### src/rtl/onehot_decoder.sv
// onehot_decoder
//   Registered 3-to-8 one-hot decoder with a valid/ready input handshake and a
//   programmable output hold time. An accepted code drives exactly one line of
//   `out` for max(hold_len,1) cycles. A single all-zero gap cycle follows, so
//   two loads are never selected at the same time (break-before-make).
//
//   Code bit order matches the 8-to-3 `encoder`:
//   index = 4*in_code[0] + 2*in_code[1] + in_code[2].
//
// Ports
//   clk       in   clock, rising edge
//   rst_n     in   synchronous active-low reset
//   in_valid  in   in_code is valid this cycle
//   in_code   in   [2:0] code to decode (encoder bit order)
//   hold_len  in   [HOLD_W-1:0] hold cycles, sampled on acceptance, 0 acts as 1
//   in_ready  out  block can accept a code this cycle (never depends on in_valid)
//   out       out  [7:0] registered one-hot line or all zeros
//   out_valid out  registered, high exactly when out != 0
//   busy      out  registered, high in DRIVE or GAP
//
// Configuration
//   ONEHOT_DECODER_QUEUE_EN : when defined, adds a one-entry pending slot
//   (code + hold length). A code can then be accepted during DRIVE/GAP and
//   starts straight after the current gap.
module onehot_decoder #(
   parameter int HOLD_W = 4
) (
   input  logic              clk,
   input  logic              rst_n,
   input  logic              in_valid,
   input  logic [2:0]        in_code,
   input  logic [HOLD_W-1:0] hold_len,
   output logic              in_ready,
   output logic [7:0]        out,
   output logic              out_valid,
   output logic              busy
);

   typedef enum logic [1:0] {
      IDLE  = 2'd0,
      DRIVE = 2'd1,
      GAP   = 2'd2
   } state_t;

   state_t            state;
   logic [HOLD_W-1:0] cnt;
   logic              accept;

`ifdef ONEHOT_DECODER_QUEUE_EN
   logic              pend_valid;
   logic [2:0]        pend_code;
   logic [HOLD_W-1:0] pend_hold;
`endif

   // Encoder bit order: in_code[0] is the MSB of the line index.
   function automatic logic [7:0] decode_onehot(input logic [2:0] code);
      logic [2:0] idx;
      idx = {code[0], code[1], code[2]};
      decode_onehot = 8'h01 << idx;
   endfunction

   // Counter preload is max(h,1)-1, so a zero hold behaves like a hold of one.
   function automatic logic [HOLD_W-1:0] hold_load(input logic [HOLD_W-1:0] h);
      if (h == HOLD_W'(0)) begin
         hold_load = HOLD_W'(0);
      end else begin
         hold_load = h - HOLD_W'(1);
      end
   endfunction

   // Ready decode from state / slot occupancy only; forced low during reset.
   always_comb begin
      in_ready = 1'b0;
      if (!rst_n) begin
         in_ready = 1'b0;
      end else begin
`ifdef ONEHOT_DECODER_QUEUE_EN
         // A full slot also covers the GAP->DRIVE consume cycle.
         in_ready = ~pend_valid;
`else
         in_ready = (state == IDLE);
`endif
      end
   end

   assign accept = in_valid & in_ready;

   // State machine, hold counter, pending slot and registered outputs.
   always_ff @(posedge clk) begin
      if (!rst_n) begin
         state     <= IDLE;
         cnt       <= HOLD_W'(0);
         out       <= 8'h00;
         out_valid <= 1'b0;
         busy      <= 1'b0;
`ifdef ONEHOT_DECODER_QUEUE_EN
         pend_valid <= 1'b0;
         pend_code  <= 3'b000;
         pend_hold  <= HOLD_W'(0);
`endif
      end else begin
         case (state)
            IDLE: begin
               if (accept) begin
                  state     <= DRIVE;
                  cnt       <= hold_load(hold_len);
                  out       <= decode_onehot(in_code);
                  out_valid <= 1'b1;
                  busy      <= 1'b1;
               end else begin
                  out       <= 8'h00;
                  out_valid <= 1'b0;
                  busy      <= 1'b0;
               end
            end

            DRIVE: begin
               if (cnt != HOLD_W'(0)) begin
                  cnt <= cnt - HOLD_W'(1);
               end else begin
                  state     <= GAP;
                  out       <= 8'h00;
                  out_valid <= 1'b0;
               end
`ifdef ONEHOT_DECODER_QUEUE_EN
               if (accept) begin
                  pend_valid <= 1'b1;
                  pend_code  <= in_code;
                  pend_hold  <= hold_len;
               end
`endif
            end

            GAP: begin
`ifdef ONEHOT_DECODER_QUEUE_EN
               if (pend_valid) begin
                  // Consume the slot; in_ready is low this cycle.
                  state      <= DRIVE;
                  cnt        <= hold_load(pend_hold);
                  out        <= decode_onehot(pend_code);
                  out_valid  <= 1'b1;
                  busy       <= 1'b1;
                  pend_valid <= 1'b0;
               end else if (accept) begin
                  // Code arriving in an empty-slot gap goes straight to DRIVE.
                  state     <= DRIVE;
                  cnt       <= hold_load(hold_len);
                  out       <= decode_onehot(in_code);
                  out_valid <= 1'b1;
                  busy      <= 1'b1;
               end else begin
                  state <= IDLE;
                  busy  <= 1'b0;
               end
`else
               state <= IDLE;
               busy  <= 1'b0;
`endif
            end

            default: begin
               state     <= IDLE;
               cnt       <= HOLD_W'(0);
               out       <= 8'h00;
               out_valid <= 1'b0;
               busy      <= 1'b0;
            end
         endcase
      end
   end

endmodule

### config.mk
export PLATFORM = sky130hd
export DESIGN_NAME = onehot_decoder
export DESIGN_NICKNAME = d
export VERILOG_FILES = /design/src/rtl/onehot_decoder.sv
export SDC_FILE = /design/constraint.sdc
export NUM_CORES = 1
export LEC_CHECK = 0
export BUFFER_PORTS_ARGS = -buffer_cell sky130_fd_sc_hd__clkbuf_2
export CORE_MARGIN = 2
export CORE_UTILIZATION = 40
export DETAILED_ROUTE_END_ITERATION = 16
export GPL_TIMING_DRIVEN = 0
export HOLD_SLACK_MARGIN = 0.03
export PLACE_DENSITY_LB_ADDON = 0.12
export RECOVER_POWER = 100
export SKIP_CTS_REPAIR_TIMING = 1
export SLEW_MARGIN = 20
export SYNTH_ARGS = -nofsm -noshare
export SYNTH_HDL_FRONTEND = slang
export SYNTH_SLANG_ARGS = --single-unit
### constraint.sdc
create_clock -name clk -period 2.95 [get_ports clk]
set_clock_uncertainty 0.2 [all_clocks]
set_input_delay 0.295 -clock clk [delete_from_list [all_inputs] [get_ports clk]]
set_output_delay 0.295 -clock clk [all_outputs]
set_load 0.1 [all_outputs]
== After elaboration in Yosys (flattened, before gate mapping) ==
Index checks and enable logic that the tools add are counted.

* Register bits after elaboration: 16
* Input bits: 10
* Output and inout port bits: 11
* Word-level logic and storage cells: 36

* Add/subtract/negate cells: 2
* Equality and inequality tests: 5
* Shift operators: 1
* Muxes and demuxes: 15
* Bitwise gates (word level): 2
* Reductions and logical operators: 6

{| class="wikitable"
|+ Operators by type and width
! operator !! count
|-
| $pmux W8 S3 || 1
|-
| $mux W8 || 2
|-
| $mux W4 || 3
|-
| $pmux W4 S3 || 1
|-
| $shl A1 B3 Y8 const A || 1
|-
| $sub A4 B1 Y4 const B || 2
|-
| $ne A2 B2 Y1 const B || 3
|-
| $logic_not A4 Y1 || 1
|-
| $mux W2 || 2
|-
| $pmux W2 S2 || 1
|-
| $reduce_and A2 Y1 || 2
|-
| $reduce_bool A4 Y1 || 1
|-
| $mux W1 || 3
|-
| $pmux W1 S3 || 1
|-
| $reduce_and A3 Y1 || 1
|-
| $eq A2 B1 Y1 const B || 1
|-
| $eq A2 B2 Y1 const B || 1
|-
| $logic_not A2 Y1 || 1
|-
| $pmux W1 S2 || 1
|-
| $and A1 B1 Y1 || 1
|-
| $not A1 Y1 || 1
|}

== Longest topological paths before layout ==
Gate-level depths: netlist (run 1).

* Depth in word-level cells: 5
* Gate-level depth with buffers: 6
* Depth with buffers taken out: 6

== Worst setup path before layout (run 1) ==
OpenSTA, ideal clock, no wires.

* Path kind: input to output
* From: in rst_n
* To: out in_ready
* Data arrival time: 1269 ps
* Required time: 2455 ps
* Path slack: 1186 ps
* Cell stages on the path: 2
* Path buffers: 1
* Path through: clkbuf_1 > and2_1

* Longest elaborated chain between the ends: 1

{| class="wikitable"
|+ Ends and longest elaborated chain
! what !! line !! text
|-
| start, declared || 29 || <nowiki>input logic rst_n,</nowiki>
|-
| $mux W1 || 74 || <nowiki>if (!rst_n) begin</nowiki>
|-
| end, declared || 33 || <nowiki>output logic in_ready,</nowiki>
|}

Every way passes these cells.

== Final worst setup path (run 1) ==
* From: reg state[0]
* To: out in_ready

* Longest elaborated chain between the ends: 2

{| class="wikitable"
|+ Ends and longest elaborated chain
! what !! line !! text
|-
| start, declared || 45 || <nowiki>state_t state;</nowiki>
|-
| start signal, assigned || 91 || <nowiki>state <= IDLE;</nowiki>
|-
| start signal, assigned || 105 || <nowiki>state <= DRIVE;</nowiki>
|-
| start signal, assigned || 121 || <nowiki>state <= GAP;</nowiki>
|-
| $logic_not A2 Y1 || 81 || <nowiki>in_ready = (state == IDLE);</nowiki>
|-
| $mux W1 || 74 ||
|}

Every way passes these cells.

==> impl_metrics.toml, run 1 <==
[run_status]
status = "finished, final reports clean"

[synth]
synth_flop_cell = "dfxtp_1"
yosys.cell_types.count = 33
syn-cell-area_um2 = 818
synth-seq-cells = 16
synth_most_common_cell = "dfxtp_1"
synth_cells = 91
yosysSeqAreaShare = 0.391
synth_top_cell_area_share = 0.391
synth_top_cells_by_count = "16 x dfxtp_1, 12 x nor2b_1, 5 x nand2_1"
yosys-top-cells-area = "dfxtp_1 39%, nor2b_1 9.2%, ha_1 6.1%"
syn_avg_cell_area_um2 = 8.99
synth_edf_count = 0
async_reset_ff_frac = 0
ys_warn_count = 0
synth_top_area_cell = "dfxtp_1"
synth_nets = 105

[floorplan]
rows = 16
die_h_um = 49.2
placeableCoreArea_um2 = 1940
dieArea_um2 = 2420
ios = 21
fp.dieW_um = 49.2
start_util = 0.421

[setup_path]
startpoint_type = "flip-flop"
worst_ep_required_time_ps = 2460
worstSetupPathType = "reg2out"
reg2reg_depth = 6
crit_chain = "nor2_1 -> and2_1 -> clkbuf_1"
crit_fanout = 8
worstPathArrival_ps = 1880
cp_slowest_cell = "clkbuf_1"
crit_path_end_kind = "output port"
worst_path_largest_cell_delay_ps = 850

[global_routing]
gr-total-overflow = 0
grt_pass1_vias = 709
grt_antenna_before_repair = 0
grt_pass1_wl_um = 2990
grt_max_degree = 11
grt.total_usage = 0.154

[place]
io_buffers = 20
place_inst = 138
finalWeightedCongestion = 0.717
dp_hpwl_um = 1280

[clock_tree]
clkLatencyLatePin_ps = 280
clkSinkCount = 16
cts-buffers-inserted = 3
clk_pin_slew_worst_paths_ps = 90
root_buffer = "clkbuf_4"
cts_tree = "done"
htreeDepth = 1
clock_path_buffers = 2

[timing]
rsz0062_at_grt = "no"
hold_viol = 0
setup_viol = 0
fin_crit_ps = 2380
relSlewSlack = 0.224
period_share = 0.806
whs_ps = 133
slew_viol_final = 0
setup_tns_ps = 0
worst_slew_pin_slew_ps = 1170
clock.fmax_ghz = 0.421

[detailed_routing]
routed_wl_um = 1670
via_count = 734
drc = 0
initialDrtViolationCount = 22
drt_first_pass_iters = 4
vias_per_cell = 5.17
detail-route-antenna-nets = 0
post_drt_wl_per_cell_um = 11.8

[power_and_ir_drop]
vdd_drop_max_mv = 0.336
p_per_area_nw_per_um2 = 632
leakage_nw = 0.379

[min_path]
hold_depth = 3
hp-class = "in2reg"

[run]
cap_violations = 0

[finish]
area_delta_synth_final_pct = 18.5
fin_cells = 142
nFillCells = 214
seq_area_um2 = 320
layout.nets = 130
diodes = 0
drive_above_1_share = 0.122
multi_input_area_um2 = 470
## power breakdown
| group | switching [mW] | internal (mW) | total [mW] |
|---|---|---|---|
| Sequential | 0.0223 | 0.237 | 0.259 |
| Clock | 0.0633 | 0.0750 | 0.138 |
| Combinational | 0.142 | 0.0736 | 0.215 |
| Total | 0.227 | 0.385 | 0.613 |
## path summary, 6_finish.rpt
path	from	endpoint	slack [ps]
max	state[0]	in_ready	570
min	in_code[2]	out[7]	130
max reg2reg	cnt[0]	out[1]	720
min reg2reg	out[0]	out[0]	270
## state kept, by name (all words and copies together) (netlist names)
signal	count
out_valid	1
out	8
cnt	4
busy	1
state	2
## cells in the final DEF, fill, tap and decap left out
cell / count
a211oi_1: 2
a21boi_0: 2
a21o_1: 2
a21oi_1: 4
a22oi_1: 2
a2bb2oi_1: 2
a31o_2: 1
a32oi_1: 4
and2_1: 1
and2b_1: 1
and4bb_1: 1
clkbuf_1: 13
clkbuf_2: 9
clkbuf_4: 3
clkbuf_8: 1
dfxtp_1: 16
ha_1: 4
inv_1: 4
nand2_1: 5
nand2b_1: 3
nand3b_1: 1
nand4_1: 1
nor2_1: 4
nor2b_1: 12
nor3_1: 2
nor3b_1: 2
o211ai_1: 1
o21ai_0: 7
o21bai_1: 1
o22a_1: 1
or4b_1: 1
xnor2_1: 1
xor2_1: 1
## kinds of logic after synthesis
group           count (synthesis)  share of synthesized area
simple gates                   34                      0.248
compound gates                 29                      0.249
flops                          16                      0.391
buf+inv                         6                     0.0290
fa+ha+maj                       4                     0.0612
xor+xnor                        2                     0.0214
## per-stage QoR
step                      worst slack, ps  instance area (um2)  utilization  power [mW]
after floorplan                      1190                  818            -       0.437
after global placement               1080                  952        0.490       0.484
after detailed placement             1070                  952        0.490       0.487
after CTS                             957                  988        0.509       0.629
after global routing                  492                  970        0.499       0.657
final                                 573                  970        0.499       0.613
## worst max-delay path: cells and delay by family (launching register included)
family                 cells  cell delay, ps
and+or+nand+nor            2             360
buffers and inverters      1             850
DFF                        1             380
## metal layers
metal,vias up,track usage,part of all wire
li1,379,-,-
met5,-,0,0
met3,2,0.0399,0.041
met4,0,0.0429,0.0084
met2,14,0.257,0.45
met1,339,0.194,0.50
## layout make-up
class | instances | area share
Buffer | 2 | 0.00774
Inverter | 4 | 0.0155
Tap cell | 27 | 0.0348
Timing Repair Buffer | 20 | 0.0890
Multi-Input combinational cell | 69 | 0.485
Sequential cell | 16 | 0.330
Clock buffer | 4 | 0.0374
Note: power is estimated with default switching activity, not from simulation.
==> run 2: changes to the inputs <==
clock period = 1.9 ns   (was 2.95 ns; I/O delays follow)
==> impl_metrics.toml, run 2 (same netlist as run 1, synthesis figures left out) <==
[run_status]
status = "finished, final reports clean"

[global_routing]
grt_antenna_before_repair = 0
grt.total_usage = 0.154
grt_pass1_vias = 709
grt_max_degree = 11
grt_pass1_wl_um = 2990
gr-total-overflow = 0

[setup_path]
r2r_slack_ps = 70
crit_path_end_kind = "flip-flop"
crit_fanout = 6
reg2reg_from = "cnt[0]"
startpoint_type = "flip-flop"
worstSetupPathType = "reg2reg"
timing.rr.end = "cnt[1]"
worstPathArrival_ps = 1840
reg2reg_depth = 6
worst_ep_required_time_ps = 1910

[finish]
layout.nets = 133
largest_register_ffs = 8
final_common_cell = "clkbuf_2"
fin_cells = 145
diodes = 0
layout_common_cells = "19 x clkbuf_2, 16 x dfxtp_1, 12 x nor2b_1"
postLayoutCoreUtil = 0.527
drive_above_1_share = 0.254
largest_registers = "out (8), cnt (4), state (2)"
top_register = "out"
area_delta_synth_final_pct = 25.1
postLayoutCellArea_um2 = 1020
nFillCells = 207

[clock_tree]
cts-buffers-inserted = 3
clkSinkCount = 16
cts_tree = "done"
clock_path_buffers = 2
root_buffer = "clkbuf_4"
clkLatencyLatePin_ps = 280
clk_pin_slew_worst_paths_ps = 90
htreeDepth = 1

[run]
cap_violations = 0

[min_path]
whs_endpoint = "state[1]"
hold_depth = 3
hp-class = "in2reg"
min_from = "rst_n"

[timing]
worst_slew_pin_slew_ps = 541
rsz0062_at_grt = "yes"
fin_crit_ps = 1830
period_share = 0.965
slew_viol_final = 0
setup_viol = 0
relSlewSlack = 0.641
hold_viol = 0
clock.fmax_ghz = 0.546

[place]
place_inst = 138
finalWeightedCongestion = 0.717
dp_hpwl_um = 1280
io_buffers = 20
dpl_cell_area_um2 = 952

[power_and_ir_drop]
leakage_nw = 0.435
p_per_area_nw_per_um2 = 959
vdd_drop_max_mv = 0.567
fin_total_pwr_uw = 982

[floorplan]
ios = 21
rows = 16
placeableCoreArea_um2 = 1940
die_h_um = 49.2
fp.dieW_um = 49.2
dieArea_um2 = 2420
start_util = 0.421

[detailed_routing]
routed_wl_um = 1680
vias_per_cell = 5.06
drt_first_pass_iters = 4
detail-route-antenna-nets = 0
drc = 0
via_count = 733
initialDrtViolationCount = 9
post_drt_wl_per_cell_um = 11.6
==> run 2: changes by cell type in the layout (fill, tap and decap cells not counted), moves of 2 or more <==
cell / change
clkbuf_1: -12
clkbuf_2: +10
o21ai_0: -4
o21ai_1: +3
dlygate4sd3_1: +2
==> run 2: power breakdown <==
group | internal [mW] | switching, mW | total (mW)
clock network | 0.116 | 0.0998 | 0.216
logic | 0.135 | 0.227 | 0.362
registers | 0.368 | 0.0361 | 0.404
==> run 2: worst max-delay path: stages, from the launching register on <==
cell	delay (ps)
dfxtp_1	340
inv_1	100
ha_1	190
or4b_1	430
a21o_1	250
buf_4	150
a21oi_1	110
==> run 2: cell type report <==
class / instances / area [um2] / area share
Buffer: 2 / 8.76 / 0.00856
Timing Repair Buffer: 23 / 130 / 0.127
Multi-Input combinational cell: 69 / 479 / 0.468
Clock buffer: 4 / 36.3 / 0.0355
Inverter: 4 / 15.0 / 0.0147
Tap cell: 27 / 33.8 / 0.0330
Sequential cell: 16 / 320 / 0.313
==> run 2: per-layer routing <==
| layer | vias up | global-route usage | share of wire |
|---|---|---|---|
| li1 | 386 | - | - |
| met1 | 331 | 0.194 | 0.50 |
| met2 | 14 | 0.257 | 0.45 |
| met3 | 2 | 0.0399 | 0.039 |
| met4 | 0 | 0.0429 | 0.0083 |
| met5 | - | 0 | 0 |
==> run 2: stage by stage <==
stage,worst slack [ps],TNS (ps),hold slack (ps)
finish,67.4,0,33.4
global route,-25.4,-25.4,38.8
CTS,11.6,0,16.5
detailed placement,116,0,259
global placement,133,0,252
floorplan,224,0,118
==> run 2: how the worst max path moves through the flow <==
stage,start,end,cells past startpoint
6_report,cnt[0],cnt[1],6
5_1_grt,cnt[0],cnt[0],6
4_1_cts,state[0],in_ready,3
3_5_place_dp,cnt[0],cnt[0],6
3_3_place_gp,cnt[0],cnt[1],6
2_1_floorplan,cnt[0],cnt[0],6
